## src/rtl/game_flow.sv

```systemverilog
// Round sequencer for the kitchen game: pre-round countdown, play/pause, round end,
// final and session-high score latching. Clocked by vsync, one edge per frame.
//
// state       | meaning
// ------------+--------------------------------------------------------------
// S_IDLE      | waiting for the first start press after reset
// S_COUNTDOWN | on-screen 3-2-1; round timer reloaded on entry
// S_PLAYING   | round timer running; watching time_left for expiry
// S_PAUSED    | round timer frozen until the next pause press
// S_GAME_OVER | score latched; start ignored until the hold-off has elapsed
module game_flow #(
   parameter int ONE_SEC       = 60,
   parameter int COUNTDOWN_SEC = 3,
   parameter int OVER_HOLD     = 120
) (
   input  logic       vsync,
   input  logic       restart_n,
   input  logic       start_btn,
   input  logic       pause_btn,
   input  logic [7:0] time_left,
   input  logic [9:0] score_in,
   output logic [2:0] game_state,
   output logic       timer_go,
   output logic       restart,
   output logic [3:0] count_left,
   output logic [9:0] final_score,
   output logic [9:0] high_score,
   output logic       new_high
);

   typedef enum logic [2:0] {
      S_IDLE      = 3'd0,
      S_COUNTDOWN = 3'd1,
      S_PLAYING   = 3'd2,
      S_PAUSED    = 3'd3,
      S_GAME_OVER = 3'd4
   } state_t;

   // frame_cnt serves both the countdown second divider and the game-over hold-off
   localparam int CNT_MAX = ((ONE_SEC - 1) > OVER_HOLD) ? (ONE_SEC - 1) : OVER_HOLD;
   localparam int CNT_W   = $clog2(CNT_MAX + 1);
   localparam logic [CNT_W-1:0] WRAP_VAL = CNT_W'(ONE_SEC - 1);
   localparam logic [CNT_W-1:0] HOLD_VAL = CNT_W'(OVER_HOLD);
   localparam logic [3:0]       CD_INIT  = 4'(COUNTDOWN_SEC);

   state_t           state_q, state_d;
   logic [CNT_W-1:0] frame_cnt_q, frame_cnt_d;
   logic [3:0]       count_left_q, count_left_d;
   logic [9:0]       final_score_q, final_score_d;
   logic [9:0]       high_score_q, high_score_d;
   logic             new_high_q, new_high_d;
   logic             timer_go_q, timer_go_d;
   logic             restart_q, restart_d;
   logic             start_q, pause_q;
   logic             start_rise, pause_rise;

   assign start_rise = start_btn & ~start_q;
   assign pause_rise = pause_btn & ~pause_q;

   always_comb begin
      state_d       = state_q;
      frame_cnt_d   = frame_cnt_q;
      count_left_d  = count_left_q;
      final_score_d = final_score_q;
      high_score_d  = high_score_q;
      new_high_d    = new_high_q;

      case (state_q)
         S_IDLE: begin
            if (start_rise) state_d = S_COUNTDOWN;
         end
         S_COUNTDOWN: begin
            if (frame_cnt_q == WRAP_VAL) begin
               frame_cnt_d = '0;
               if (count_left_q == 4'd1) begin
                  state_d      = S_PLAYING;
                  count_left_d = 4'd0;
               end else begin
                  count_left_d = count_left_q - 4'd1;
               end
            end else begin
               frame_cnt_d = frame_cnt_q + 1'b1;
            end
         end
         S_PLAYING: begin
            if (time_left == 8'd0) state_d = S_GAME_OVER;
            else if (pause_rise)   state_d = S_PAUSED;
         end
         S_PAUSED: begin
            if (pause_rise) state_d = S_PLAYING;
         end
         S_GAME_OVER: begin
            if (frame_cnt_q == HOLD_VAL) begin
               if (start_rise) state_d = S_COUNTDOWN;
            end else begin
               frame_cnt_d = frame_cnt_q + 1'b1;
            end
         end
         default: state_d = S_IDLE;
      endcase

      if (state_d == S_COUNTDOWN && state_q != S_COUNTDOWN) begin
         count_left_d = CD_INIT;
         frame_cnt_d  = '0;
         new_high_d   = 1'b0;
      end

      if (state_d == S_GAME_OVER && state_q != S_GAME_OVER) begin
         final_score_d = score_in;
         frame_cnt_d   = '0;
         if (score_in > high_score_q) begin
            high_score_d = score_in;
            new_high_d   = 1'b1;
         end else begin
            new_high_d   = 1'b0;
         end
      end

      restart_d  = (state_d == S_COUNTDOWN) && (state_q != S_COUNTDOWN);
      timer_go_d = (state_d == S_PLAYING);
   end

   // Button history resets high so a press held through reset is not an edge
   always_ff @(posedge vsync or negedge restart_n) begin
      if (!restart_n) begin
         state_q       <= S_IDLE;
         frame_cnt_q   <= '0;
         count_left_q  <= 4'd0;
         final_score_q <= 10'd0;
         high_score_q  <= 10'd0;
         new_high_q    <= 1'b0;
         timer_go_q    <= 1'b0;
         restart_q     <= 1'b0;
         start_q       <= 1'b1;
         pause_q       <= 1'b1;
      end else begin
         state_q       <= state_d;
         frame_cnt_q   <= frame_cnt_d;
         count_left_q  <= count_left_d;
         final_score_q <= final_score_d;
         high_score_q  <= high_score_d;
         new_high_q    <= new_high_d;
         timer_go_q    <= timer_go_d;
         restart_q     <= restart_d;
         start_q       <= start_btn;
         pause_q       <= pause_btn;
      end
   end

   assign game_state  = state_q;
   assign timer_go    = timer_go_q;
   assign restart     = restart_q;
   assign count_left  = count_left_q;
   assign final_score = final_score_q;
   assign high_score  = high_score_q;
   assign new_high    = new_high_q;

endmodule
```

## config.mk

```make
export PLATFORM = sky130hd
export DESIGN_NAME = game_flow
export DESIGN_NICKNAME = d
export VERILOG_FILES = /design/src/rtl/game_flow.sv
export SDC_FILE = /design/constraint.sdc
export NUM_CORES = 1
export LEC_CHECK = 0
export CAP_MARGIN = 25
export CORE_AREA = 2 2 67 69
export CTS_BUF_LIST = sky130_fd_sc_hd__clkbuf_4
export DETAILED_ROUTE_END_ITERATION = 12
export DIE_AREA = 0 0 69 71
export PLACE_DENSITY = 0.87
export SYNTH_ARGS = -nofsm -noshare
export SYNTH_HDL_FRONTEND = slang
export SYNTH_SLANG_ARGS = --single-unit
```

## constraint.sdc

```tcl
create_clock -name vsync -period 2.8 [get_ports vsync]
set_clock_uncertainty 0.1 [all_clocks]
set_input_delay 0.28 -clock vsync [delete_from_list [all_inputs] [get_ports vsync]]
set_output_delay 0.28 -clock vsync [all_outputs]
set_load 0.1 [all_outputs]
```

---- Word-level counts from Yosys, hierarchy flattened ----
Cells that the tools add are included.
cells by class
  add/subtract/negate cells ............... 2
  $lt $le $gt $ge ......................... 1
  equal/unequal tests ..................... 13
  muxes and demuxes ....................... 20
  bitwise logic cells ..................... 4
  reductions and logical operators ........ 11
operators with widths
  kind                                                 number
  two-way mux 7 bit                                    4
  two-way mux 3 bit                                    7
  two-way mux 4 bit                                    4
  one-hot mux 3 bit (5 select lines)                   1
  one-hot mux 7 bit (2 select lines)                   1
  > comparator 10 bit                                  1
  equality test 3 x 2 -> 1 bit, second input constant  3
  zero test 8 bit                                      1
  adder 7 x 1 -> 7 bit, second input constant          1
  equality test 7 x 6 -> 1 bit, second input constant  1
  equality test 7 bit, second input constant           1
  equality test 3 x 1 -> 1 bit, second input constant  2
  equality test 3 bit, second input constant           2
  AND reduction 2 bit                                  3
  nonzero test 2 bit                                   3
  equality test 4 x 1 -> 1 bit, second input constant  1
  != test 4 bit, second input constant                 1
  nonzero test 4 bit                                   1
  subtractor 4 x 1 -> 4 bit, second input constant     1
  zero test 3 bit                                      1
  two-way mux 1 bit                                    3
  != test 3 x 1 -> 1 bit, second input constant        1
  != test 3 bit, second input constant                 1
  AND 1 bit                                            2
  2 further kinds                                      4
storage, ports and cells
  flip-flop bits (word level) ............. 39
  input port bits ......................... 22
  output and inout bits ................... 30
  word-level logic and storage cells ...... 61

---- Longest topological paths before layout ----
Gate-level depths: netlist (run 1).
  word-level depth ........................ 9
  mapped depth ............................ 8

---- Worst setup path after synthesis (run 1) ----
Ideal clock, no wire load.
  path kind ............................... reg-to-reg
  from .................................... register high_score_q[1] (netlist: high_score[1])
  to ...................................... register high_score_q[0] (netlist: high_score[0])
  setup time .............................. 126 ps
  data arrival time ....................... 2,562 ps
  slack ................................... 12 ps
  stages on the path, launching flop included .. 8
  period minus slack after synthesis ...... 2,788 ps
  cells stage by stage .................... dfrtp_1 > inv_1 > ha_1 > a21o_1 > a21o_1 > o311ai_1 > buf_2 > mux2_2
on the way
  cells in the longest elaborated chain, start to end .. 2
ends and longest elaborated chain
  item                           line  RTL
  from (decl)                    50    logic [9:0] high_score_q, high_score_d;
  from (signal assigned)         141   high_score_q <= high_score_d;
  > comparator 10 bit            111   if (score_in > high_score_q) begin
  AND reduction 2 bit (no line)  --
Every way passes these cells.
A chain may end at the register's enable or synchronous reset.

---- Worst setup path in the final report (run 1) ----
  from .................................... register count_left_q[1] (netlist: count_left[1])
  to ...................................... register frame_cnt_q[2]
on the way
  cells in the longest elaborated chain, start to end .. 8
  elaborated cells between the ends (all ways) .. 13
  those cells by class .................... 4 x eq/ne; 5 x mux; 4 x reduce/logical
ends and longest elaborated chain
  item                                                                 line      RTL
  from (decl)                                                          48        logic [3:0] count_left_q, count_left_d;
  from (signal assigned)                                               139       count_left_q <= count_left_d;
  equality test 4 x 1 -> 1 bit *                                       75        if (count_left_q == 4'd1) begin
  two-way mux 3 bit *                                                  75
  two-way mux 3 bit *                                                  73        if (frame_cnt_q == WRAP_VAL) begin
  one-hot mux 3 bit (5 select lines) *                                 68        case (state_q)
  equality test 3 x 1 -> 1 bit or equality test 3 bit (tied branches)  102, 108
  logical AND 1 bit (on tied branches)                                 102, 108
  != test 4 bit (no line) (tied with other cells)                      --
  AND reduction 2 bit (no line) or two-way mux 7 bit (tied branches)   --
  to (signal assigned)                                                 138       frame_cnt_q <= frame_cnt_d;
  to (decl)                                                            47        logic [CNT_W-1:0] frame_cnt_q, frame_cnt_d;
Mark *: on every way between the ends. The rest lies on a longest branch, timed or not.

==> results of run 1 <==
## Yosys cell counts (2+ instances only)
| cell type | n |
|---|---|
| sky130_fd_sc_hd__dfrtp_1 | 37 |
| sky130_fd_sc_hd__nand2_1 | 34 |
| sky130_fd_sc_hd__inv_1 | 18 |
| sky130_fd_sc_hd__ha_1 | 14 |
| sky130_fd_sc_hd__mux2_2 | 10 |
| sky130_fd_sc_hd__a21oi_1 | 9 |
| sky130_fd_sc_hd__nor2_1 | 7 |
| sky130_fd_sc_hd__nor3_1 | 6 |
| sky130_fd_sc_hd__nand3_1 | 5 |
| sky130_fd_sc_hd__o21ai_0 | 5 |
| sky130_fd_sc_hd__a211oi_1 | 4 |
| sky130_fd_sc_hd__nor4_1 | 4 |
| sky130_fd_sc_hd__a21o_1 | 3 |
| sky130_fd_sc_hd__buf_2 | 3 |
| sky130_fd_sc_hd__clkbuf_1 | 3 |
| sky130_fd_sc_hd__mux2i_1 | 3 |
| sky130_fd_sc_hd__nand2b_1 | 3 |
| sky130_fd_sc_hd__nor2b_1 | 3 |
| sky130_fd_sc_hd__nor3b_1 | 3 |
| sky130_fd_sc_hd__a211o_2 | 2 |
| sky130_fd_sc_hd__a2bb2oi_1 | 2 |
| sky130_fd_sc_hd__dfstp_2 | 2 |
| sky130_fd_sc_hd__nand4_1 | 2 |
| sky130_fd_sc_hd__nor4b_1 | 2 |
| sky130_fd_sc_hd__o31ai_1 | 2 |
| sky130_fd_sc_hd__or3_1 | 2 |
## registers in the layout, summed over array words and instances (netlist names), 3 cells and up
| register | cells |
|---|---|
| final_score | 10 |
| frame_cnt_q | 7 |
| count_left | 4 |
| high_score | 10 |
| game_state | 3 |
## how the worst max path moves through the flow
stage / startpoint / slack [ns] / end
after floorplan: high_score[1]$_DFFE_PN0P_ / 0.01 / high_score[0]$_DFFE_PN0P_
after global placement: score_in[9] / 0.29 / high_score[7]$_DFFE_PN0P_
after detailed placement: count_left[1]$_DFFE_PN0P_ / 0.22 / frame_cnt_q[2]$_DFFE_PN0P_
after CTS: count_left[1]$_DFFE_PN0P_ / 0.21 / frame_cnt_q[2]$_DFFE_PN0P_
after global routing: count_left[1]$_DFFE_PN0P_ / 0.04 / frame_cnt_q[5]$_DFFE_PN0P_
final: count_left[1]$_DFFE_PN0P_ / 0.25 / frame_cnt_q[2]$_DFFE_PN0P_
## cell type report
class | instances | share of cell area
inverters | 18 | 0.0259
flip-flops and latches | 39 | 0.375
well taps | 52 | 0.0249
clock inverters | 1 | 0.00192
clock buffers | 7 | 0.0201
repair buffers | 55 | 0.177
multi-input cells | 141 | 0.375
## routing by layer
metal / track usage / share of wire / up-vias
met5: 0 / 0 / -
met4: 0.0610 / 0.011 / 0
met3: 0.0470 / 0.044 / 6
met2: 0.343 / 0.51 / 39
met1: 0.215 / 0.43 / 812
li1: - / - / 829
## where the power goes
group	total [mW]	switching [mW]	internal [mW]
clock	0.299	0.182	0.117
combinational	1.18	0.867	0.313
sequential	0.829	0.137	0.692
total	2.31	1.19	1.12
## cells by family (layout without fill, tap and decap cells)
kind of cell	Yosys count	in the layout
simple gates	80	80
flops	39	39
compound gates	33	33
buf+inv	24	81
fa+ha+maj	14	14
mux	13	13
xor+xnor	1	1
## worst max-delay path: cells and delay by family (launching register included)
family,cells,cell delay [ns]
AO/OA/AOI/OAI,2,0.56
adder cells (fa/ha/maj),1,0.17
buffers and inverters,1,0.10
flip-flops,1,0.44
AND/OR/NAND/NOR,3,1.07
## metrics by stage
stage	worst slack (ns)	cell area, um2	hold slack, ns	utilization
2_1_floorplan	0.0125	2040	-0.116	-
3_3_place_gp	0.290	2540	0.329	0.604
3_5_place_dp	0.215	2540	0.339	0.604
4_1_cts	0.207	2610	0.267	0.621
5_1_grt	0.0394	2610	0.277	0.621
6_report	0.250	2610	0.284	0.621
==> results.md, run 1 <==
- Outcome: finished, final reports clean
- Endpoint required time on the critical path: 2.94 ns
- Num rows: 24
- Worst-Margin Slew: 1.00 ns
- Number of global-route vias before repair: 1731
- Largest net degree at the start of global routing: 40
- Reg2reg path depth: 7
- Share of the clock period used by the worst path after layout: 0.911
- Maximum clock path buffer count: 2
- Total power draw: between 2 and 2.5 mW
- Die span in y: between 70 and 80 um
- Starting DRT DRC Count: 62
- Class of the tightest hold or removal check: in -> reg
- Total Nets Final: 296
- I/O pin total: 52
- Startpoint of the worst-slack reg-to-reg timing path: count_left[1]$_DFFE_PN0P_
- Total Negative Setup Slacks: 0 ns
- Startpoint of the lowest-slack hold path: pause_btn
- Number of setup buffers added after CTS: 0
- Biggest area contributors in the synthesized netlist: sky130_fd_sc_hd__dfrtp_1, sky130_fd_sc_hd__ha_1, sky130_fd_sc_hd__nand2_1, sky130_fd_sc_hd__mux2_2, sky130_fd_sc_hd__inv_1
- Critical path startpoint category: flip-flop
- Count of final max-slew check failures: 0
- Post-synth cell types: 42
- Hold buffers post-CTS: 1
- Area occupied by multi-input gates: 977 um2
- Critical path capture point type: flip-flop
- Unrepaired setup endpoints after global routing: false
- Post-DR wirelength/cell: around 14 um
- Number of buffers created by CTS: 5
- Deepest level of the CTS H-tree: 2
- Synthesized-area fraction occupied by and/or/nand/nor cells: 0.206
- Dominant combinational cell family by area after synthesis: simple AND/OR/NAND/NOR gates
- Remaining global-route overflow: 0
- Sequential area share after synthesis: 0.479
- Fraction of registers with async set or reset after synthesis: 1.00
- Clock root buffer master: sky130_fd_sc_hd__clkbuf_4
- Area Growth Syn to Fin: 27.8%
- Min cycle time layout: 2.55 ns
- Slowest cell delay on critical path: 0.44 ns
- Maximum Capacitance Violations: 0
- Floorplan Core Area: roughly 4200 um2
- Starting density of the core: 0.486
- Worst path arrival time: 2.69 ns
- TritonCTS clock tree: yes
- Slowest library cell on the worst path: sky130_fd_sc_hd__dfrtp_1
- Width of the die: roughly 69 um
- Latest clock arrival within the worst-skew pair: 0.34 ns
- Number of nets in the synthesized netlist: 240
- Critical Setup Path Class: reg -> reg
- Worst rel slew slack: 0.331
- WL final: 4.25 mm
- Hold Path End: pause_q$_DFF_PN1_
- PwrDens: 885 nW/um2
- Xor and xnor area share after synthesis: 0.00429
- Count of flip-flops with a built-in enable after synthesis: 0
- Routed vias: 1686
- Chain of cells forming the critical path: inv_1 > ha_1 > nor3b_1 > nor3b_1 > a2bb2oi_1 > a21oi_1 > nor4b_1
- Final Hold Viols: 0
- Post-Synthesis Cells: 204
- Portion of netlist area occupied by mux cells: 0.0699
- Number of detailed-routing iterations run before antenna repair: 4
- Fraction of layout instances using a drive strength above 1: 0.249
- HPWL after DPL: 3.23 mm
- Adder-cell share of the synthesized area: 0.0858
- Post-synthesis instance area: 2040 um2
- Hold depth: 1
- Number of filler cells placed in the layout: 361
- Dominant synthesized flop cell: sky130_fd_sc_hd__dfrtp_1
- Share of the synthesized area in compound gates (AO/OA/AOI/OAI): 0.109
- GP Congestion: 0.768
- Non-Filler Instances: between 300 and 400
- ANT cells: 0
- Worst vdd ir: 426 uV
- Quantity of I/O buffers inserted on ports: 51
- Reported leakage power: approximately 1.3 nW
- FF-to-FF End: frame_cnt_q[2]$_DFFE_PN0P_
- FF-to-FF setup slack: 0.25 ns
- Clk slew on worst S/H paths: around 0.11 ns
- Number of warnings reported in the yosys synthesis log: 0
- Commonest cells after routing, fill and taps aside: sky130_fd_sc_hd__dfrtp_1, sky130_fd_sc_hd__nand2_1, sky130_fd_sc_hd__buf_4, sky130_fd_sc_hd__clkdlybuf4s50_1, sky130_fd_sc_hd__inv_1
- Post-synth top area share: 0.453
- TritonCTS sink count: 39
- Number of synthesized register bits: 39
- Setup-violating endpoint count in the final report: 0
- GRT Total Usage: 0.187
- Antenna violations before repair: 0
- Number of gates resized after cts: 0
- Area of the die: ~5000 um2
- Largest area contributor in the netlist: sky130_fd_sc_hd__dfrtp_1
- Most common cell after layout, fill and taps aside: sky130_fd_sc_hd__dfrtp_1
- Mean post-synth cell area: 10.0 um2
- Max frequency: 392 MHz
- Antenna-violating nets left: 0
- Vias/cell: roughly 5.4
- Total DRC errors in the routed layout: 0
- Wire length of the first global-routing pass: 7.50 mm
- Worst-path maximum fanout: 13
- Critical Path Most Common Cell: sky130_fd_sc_hd__nor3b_1
- Number of placed instances, taps included: around 300
- Area taken by flip-flops and latches: 978 um2
(Power assumes the default switching activity.)
==> run 2, diff against run 1 <==
--- a/config.mk
+++ b/config.mk
@@ -12,4 +12,5 @@
 export DIE_AREA = 0 0 69 71
 export PLACE_DENSITY = 0.87
+export SKIP_LAST_GASP = 1
 export SYNTH_ARGS = -nofsm -noshare
 export SYNTH_HDL_FRONTEND = slang
--- a/constraint.sdc
+++ b/constraint.sdc
@@ -3,3 +3,3 @@
 set_input_delay 0.28 -clock vsync [delete_from_list [all_inputs] [get_ports vsync]]
 set_output_delay 0.28 -clock vsync [all_outputs]
-set_load 0.1 [all_outputs]
+set_load 0.01 [all_outputs]
==> run 2 against run 1 <==
Net effect: worst setup slack improved by 0.070 ns; sequential power barely moved; critical path depth is 2 lower; cell count unchanged; flip-flop and latch count unchanged; combinational power is 46% lower; clock power rose by 4%; non-clock buffer count unchanged; first-iteration DRC count grew 24%; total power shrank 23%; cell area increased by 3.0%; critical path type unchanged; highest routed layer unchanged.
==> results.md, run 2 (synthesis results as in run 1) <==
- Number of gates resized after cts: 0
- GRT Total Usage: 0.188
- Vias/cell: 5.46
- Worst setup timing slack at the placement stage: 0.257 ns
- ANT cells: 0
- Routed vias: 1709
- Max frequency: 403 MHz
- Clock root buffer master: sky130_fd_sc_hd__clkbuf_4
- Clk slew on worst S/H paths: around 0.11 ns
- Min cycle time layout: 2.48 ns
- Setup-violating endpoint count in the final report: 0
- Antenna-violating nets left: 0
- I/O pin total: between 50 and 60
- Worst-Margin Slew: 1.05 ns
- Deepest level of the CTS H-tree: 2
- GP Congestion: about 0.77
- Num rows: 24
- Number of buffers created by CTS: 5
- Class of the tightest hold or removal check: in -> reg
- Quantity of I/O buffers inserted on ports: 51
- Worst Slack Setup Final: 0.320 ns
- Count of final max-slew check failures: 0
- Critical path capture point type: flip-flop
- Fraction of layout instances using a drive strength above 1: 0.134
- Commonest cells after routing, fill and taps aside: sky130_fd_sc_hd__clkdlybuf4s50_1, sky130_fd_sc_hd__dfrtp_1, sky130_fd_sc_hd__nand2_1, sky130_fd_sc_hd__inv_1, sky130_fd_sc_hd__ha_1
- Post-Place Cell Area: 2620 um2
- Share of the clock period used by the worst path after layout: 0.886
- Maximum Capacitance Violations: 0
- Starting DRT DRC Count: 77
- Width of the die: 69 um
- Worst vdd ir: between 300 and 400 uV
- Reported leakage power: between 1 and 1.5 nW
- Die span in y: 71 um
- Critical path startpoint category: flip-flop
- Wire length of the first global-routing pass: around 7.5 mm
- WL final: 4.36 mm
- Post-DR wirelength/cell: between 10 and 15 um
- Total non-filler cell area in the finished layout: around 2700 um2
- HPWL after DPL: around 3.2 mm
- Total Nets Final: 296
- Antenna violations before repair: 0
- Remaining global-route overflow: 0
- TritonCTS sink count: 39
- Starting density of the core: 0.486
- Total Negative Setup Slacks: 0 ns
- Worst rel slew slack: 0.303
- Final Hold Viols: 0
- Worst path arrival time: roughly 2.6 ns
- Total DRC errors in the routed layout: 0
- Total power draw: roughly 1.8 mW
- Number of detailed-routing iterations run before antenna repair: 4
- Unrepaired setup endpoints after global routing: false
- Most common cell after layout, fill and taps aside: sky130_fd_sc_hd__clkdlybuf4s50_1
- Latest clock arrival within the worst-skew pair: approximately 0.35 ns
- Largest net degree at the start of global routing: 40
- PwrDens: ~660 nW/um2
- FF-to-FF setup slack: 0.32 ns
- Number of global-route vias before repair: 1674
- Area of the die: 4900 um2
- Floorplan Core Area: 4200 um2
- Outcome: finished, final reports clean
- Util after Layout: 0.639
- Endpoint required time on the critical path: 2.89 ns
- Area Growth Syn to Fin: 31.6%
- Maximum clock path buffer count: 2
- Critical Setup Path Class: reg -> reg
- Worst-path maximum fanout: 13
- TritonCTS clock tree: yes
run 2: cell count changes in the layout (fill, tap and decap cells not counted):
cell / change
sky130_fd_sc_hd__clkbuf_4: +1
sky130_fd_sc_hd__clkdlybuf4s50_1: +30
sky130_fd_sc_hd__clkinv_2: -1
sky130_fd_sc_hd__buf_4: -30
run 2: area by class of cell:
class                           instances  area, um2
Fill cell                             356       1520
Sequential cell                        39        978
Multi-Input combinational cell        141        977
Timing Repair Buffer                   55        538
Inverter                               18       67.6
Tap cell                               52       65.1
Clock buffer                            8       60.1
run 2: final timing paths:
check                                      startpoint                    endpoint  cells past startpoint
max in group asynchronous                   restart_n   count_left[3]$_DFFE_PN0P_                      2
min reg2reg                final_score[3]$_DFFE_PN0N_  final_score[3]$_DFFE_PN0N_                      2
max                        frame_cnt_q[2]$_DFFE_PN0P_  frame_cnt_q[3]$_DFFE_PN0P_                      5
min                                         pause_btn           pause_q$_DFF_PN1_                      1
min in group asynchronous                   restart_n          timer_go$_DFF_PN0_                      2
max reg2reg                frame_cnt_q[2]$_DFFE_PN0P_  frame_cnt_q[3]$_DFFE_PN0P_                      5
run 2: repair_timing:
item,4_1_cts,5_1_grt
hold endpoints to repair,37,0
buffers inserted,0,0
hold buffers,1,0
run 2: worst max-delay path: stages, from the launching register on:
cell and delay (ns):
sky130_fd_sc_hd__dfrtp_1 0.43, sky130_fd_sc_hd__nand4b_1 0.32, sky130_fd_sc_hd__o31ai_1 0.41, sky130_fd_sc_hd__a21oi_1 0.12, sky130_fd_sc_hd__a21oi_1 0.81, sky130_fd_sc_hd__nor4_1 0.14
run 2: where the power goes:
part	leakage (nW)	switching [mW]	internal, mW
Clock	0.0368	0.180	0.129
Combinational	0.676	0.294	0.345
Sequential	0.508	0.135	0.692
Total	1.22	0.609	1.17
run 2: layer usage:
metal / up-vias / global-route usage / share of wire
li1: 823 / - / -
met5: - / 0 / 0
met2: 50 / 0.326 / 0.51
met1: 833 / 0.234 / 0.43
met3: 3 / 0.0541 / 0.054
met4: 0 / 0.0458 / 0.0073
run 2: metrics by stage:
| step | instances | hold slack [ns] |
|---|---|---|
| after floorplan | 204 | -0.116 |
| after global placement | 304 | 0.328 |
| after detailed placement | 304 | 0.343 |
| after CTS | 313 | 0.254 |
| after global routing | 313 | 0.255 |
| final | 313 | 0.261 |
==> run 3, diff against run 2 <==
Clock period 2.8 ns to 2.3 ns, I/O delays scaled along.
==> run 3 against run 2 <==
Net effect: worst setup slack lost 0.16 ns; utilization increased by 2.9 points; combinational power up 41%; count of clock-buffer cells in the layout is 1 lower; largest power group unchanged; via count increased by 1.5%; first-iteration DRC count shrank 23%; die area stayed put.
==> results.md, run 3 (synthesis results as in run 1) <==
- Latest clock arrival within the worst-skew pair: between 0.3 and 0.4 ns
- Combinational fraction of design power: 0.402
- Vias/cell: 5.32
- Critical path capture point type: flip-flop
- Deepest level of the CTS H-tree: 2
- I/O pin total: 52
- Switching power summed over all nets: approximately 0.76 mW
- Area of the die: 4900 um2
- Number of setup buffers added after CTS: 0
- Floorplan Core Area: ~4200 um2
- Final Hold Viols: 0
- HPWL after DPL: 3.35 mm
- Count of final max-slew check failures: 0
- Endpoint required time on the critical path: 2.44 ns
- Post-DR wirelength/cell: 13.8 um
- Quantity of I/O buffers inserted on ports: 51
- Met3 usage: 0.0484
- Area Growth Syn to Fin: 37.6%
- Startpoint of the lowest-slack hold path: pause_btn
- Worst-path maximum fanout: 6
- FF-to-FF End: high_score[0]$_DFFE_PN0P_
- ANT cells: 0
- Startpoint of the worst-slack reg-to-reg timing path: high_score[7]$_DFFE_PN0P_
- Maximum clock path buffer count: 2
- Largest net degree at the start of global routing: 40
- Unrepaired setup endpoints after global routing: false
- Max frequency: 467 MHz
- Hold Path End: pause_q$_DFF_PN1_
- Clock power share: 0.162
- Wire length of the first global-routing pass: 8.09 mm
- Reg2reg path depth: 7
- Hold depth: 1
- Commonest cells after routing, fill and taps aside: sky130_fd_sc_hd__clkdlybuf4s50_1, sky130_fd_sc_hd__dfrtp_1, sky130_fd_sc_hd__nand2_1, sky130_fd_sc_hd__inv_1, sky130_fd_sc_hd__buf_4
- Switching power share of the total: 0.341
- Number of detailed-routing iterations run before antenna repair: 4
- Antenna-violating nets left: 0
- Clk slew on worst S/H paths: approximately 0.11 ns
- Maximum Capacitance Violations: 0
- Worst rel slew slack: 0.431
- Critical Setup Path Class: reg -> reg
- Number of global-route vias before repair: roughly 1800
- Worst-Margin Slew: 0.853 ns
- WL final: 4.50 mm
- Remaining global-route overflow: 0
- Class of the tightest hold or removal check: in -> reg
- Total Negative Setup Slacks: 0 ns
- Power Internal: 1.48 mW
- Number of buffers created by CTS: 5
- Total Nets Final: 309
- Starting density of the core: 0.486
- TritonCTS sink count: 39
- TritonCTS clock tree: yes
- Most congested layer reported by global routing: met2
- Worst path arrival time: 2.28 ns
- Num rows: 24
- Total power draw: 2.24 mW
- GP Congestion: 0.806
- PwrDens: 797 nW/um2
- Worst vdd ir: 318 uV
- Antenna violations before repair: 0
- Critical path startpoint category: flip-flop
- Reported leakage power: 1.30 nW
- Starting DRT DRC Count: slightly below 60
- Width of the die: roughly 69 um
- Clock root buffer master: sky130_fd_sc_hd__clkbuf_4
- Most common cell after layout, fill and taps aside: sky130_fd_sc_hd__clkdlybuf4s50_1
- Met1 usage: 0.244
- Min cycle time layout: 2.14 ns
- Total DRC errors in the routed layout: 0
- Outcome: finished, final reports clean
- Sequential Power Share: 0.435
- Setup-violating endpoint count in the final report: 0
- GRT Total Usage: 0.203
- Fraction of layout instances using a drive strength above 1: 0.186
- Routed vias: 1734
- M2 GR Usage: 0.359
- Die span in y: 71 um
- FF-to-FF setup slack: approximately 0.16 ns
- Share of the clock period used by the worst path after layout: 0.930
[run 3: changes by cell type in the layout (fill, tap and decap cells not counted)]
cell                       change
sky130_fd_sc_hd__nor3b_4       +2
sky130_fd_sc_hd__nor3b_1       -2
sky130_fd_sc_hd__clkbuf_4      -1
sky130_fd_sc_hd__nor4_1        -1
sky130_fd_sc_hd__nor4_2        +1
sky130_fd_sc_hd__clkinv_2      +1
sky130_fd_sc_hd__buf_4        +13
[run 3: final cells by class]
type	count	area, um2
Fill cell	332	1390
Multi-Input combinational cell	141	1010
Sequential cell	39	978
Timing Repair Buffer	68	636
Inverter	18	67.6
Tap cell	52	65.1
Clock buffer	7	52.6
Clock inverter	1	5.00
[run 3: worst max-delay path: stages, from the launching register on]
cell                       delay [ns]
sky130_fd_sc_hd__dfrtp_1         0.39
sky130_fd_sc_hd__inv_1           0.05
sky130_fd_sc_hd__ha_1            0.29
sky130_fd_sc_hd__a211oi_1        0.25
sky130_fd_sc_hd__nor2_1          0.09
sky130_fd_sc_hd__o311ai_2        0.31
sky130_fd_sc_hd__buf_4           0.21
sky130_fd_sc_hd__mux2_2          0.33
[run 3: routing by layer]
metal,up-vias,share of wire
li1,847,-
met1,834,0.42
met2,47,0.52
met3,6,0.046
met4,0,0.015
met5,-,0
[run 3: worst max-delay path by stage]
stage / slack [ns] / cells after the start / from / to
2_1_floorplan: 0.12 / 7 / high_score[1]$_DFFE_PN0P_ / high_score[0]$_DFFE_PN0P_
3_3_place_gp: -0.09 / 7 / score_in[1] / high_score[0]$_DFFE_PN0P_
3_5_place_dp: -0.15 / 7 / score_in[1] / high_score[4]$_DFFE_PN0P_
4_1_cts: 0.11 / 8 / count_left[1]$_DFFE_PN0P_ / frame_cnt_q[2]$_DFFE_PN0P_
5_1_grt: 0.004 / 8 / count_left[1]$_DFFE_PN0P_ / frame_cnt_q[5]$_DFFE_PN0P_
6_report: 0.16 / 7 / high_score[7]$_DFFE_PN0P_ / high_score[0]$_DFFE_PN0P_
[run 3: power by group through the flow]
| stage | registers [mW] | logic [mW] | clock network [mW] |
|---|---|---|---|
| after floorplan | 1.03 | 0.405 | 0 |
| after CTS | 0.970 | 0.891 | 0.378 |
| final | 0.975 | 0.901 | 0.363 |
| after global placement | 0.971 | 0.860 | 0 |
| after global routing | 1.00 | 1.01 | 0.399 |
| after detailed placement | 0.980 | 0.887 | 0 |
[run 3: repair_timing]
action | in CTS | in global routing
hold buffers | 1 | 0
gates cloned | 0 | 0
hold endpoints to repair | 37 | 0
resized for setup | 1 | 4
pin swaps | 0 | 0
setup endpoints to repair | 2 | 8
[run 3: metrics by stage]
stage	utilization	worst slack [ns]	instance area [um2]	hold WS [ns]	instances
detailed placement	0.646	-0.149	2710	0.287	317
CTS	0.663	0.111	2790	0.202	326
finish	0.668	0.161	2810	0.219	326
global route	0.668	0.00353	2810	0.214	326
floorplan	-	0.122	2040	-0.166	204
global placement	0.646	-0.0868	2710	0.281	317
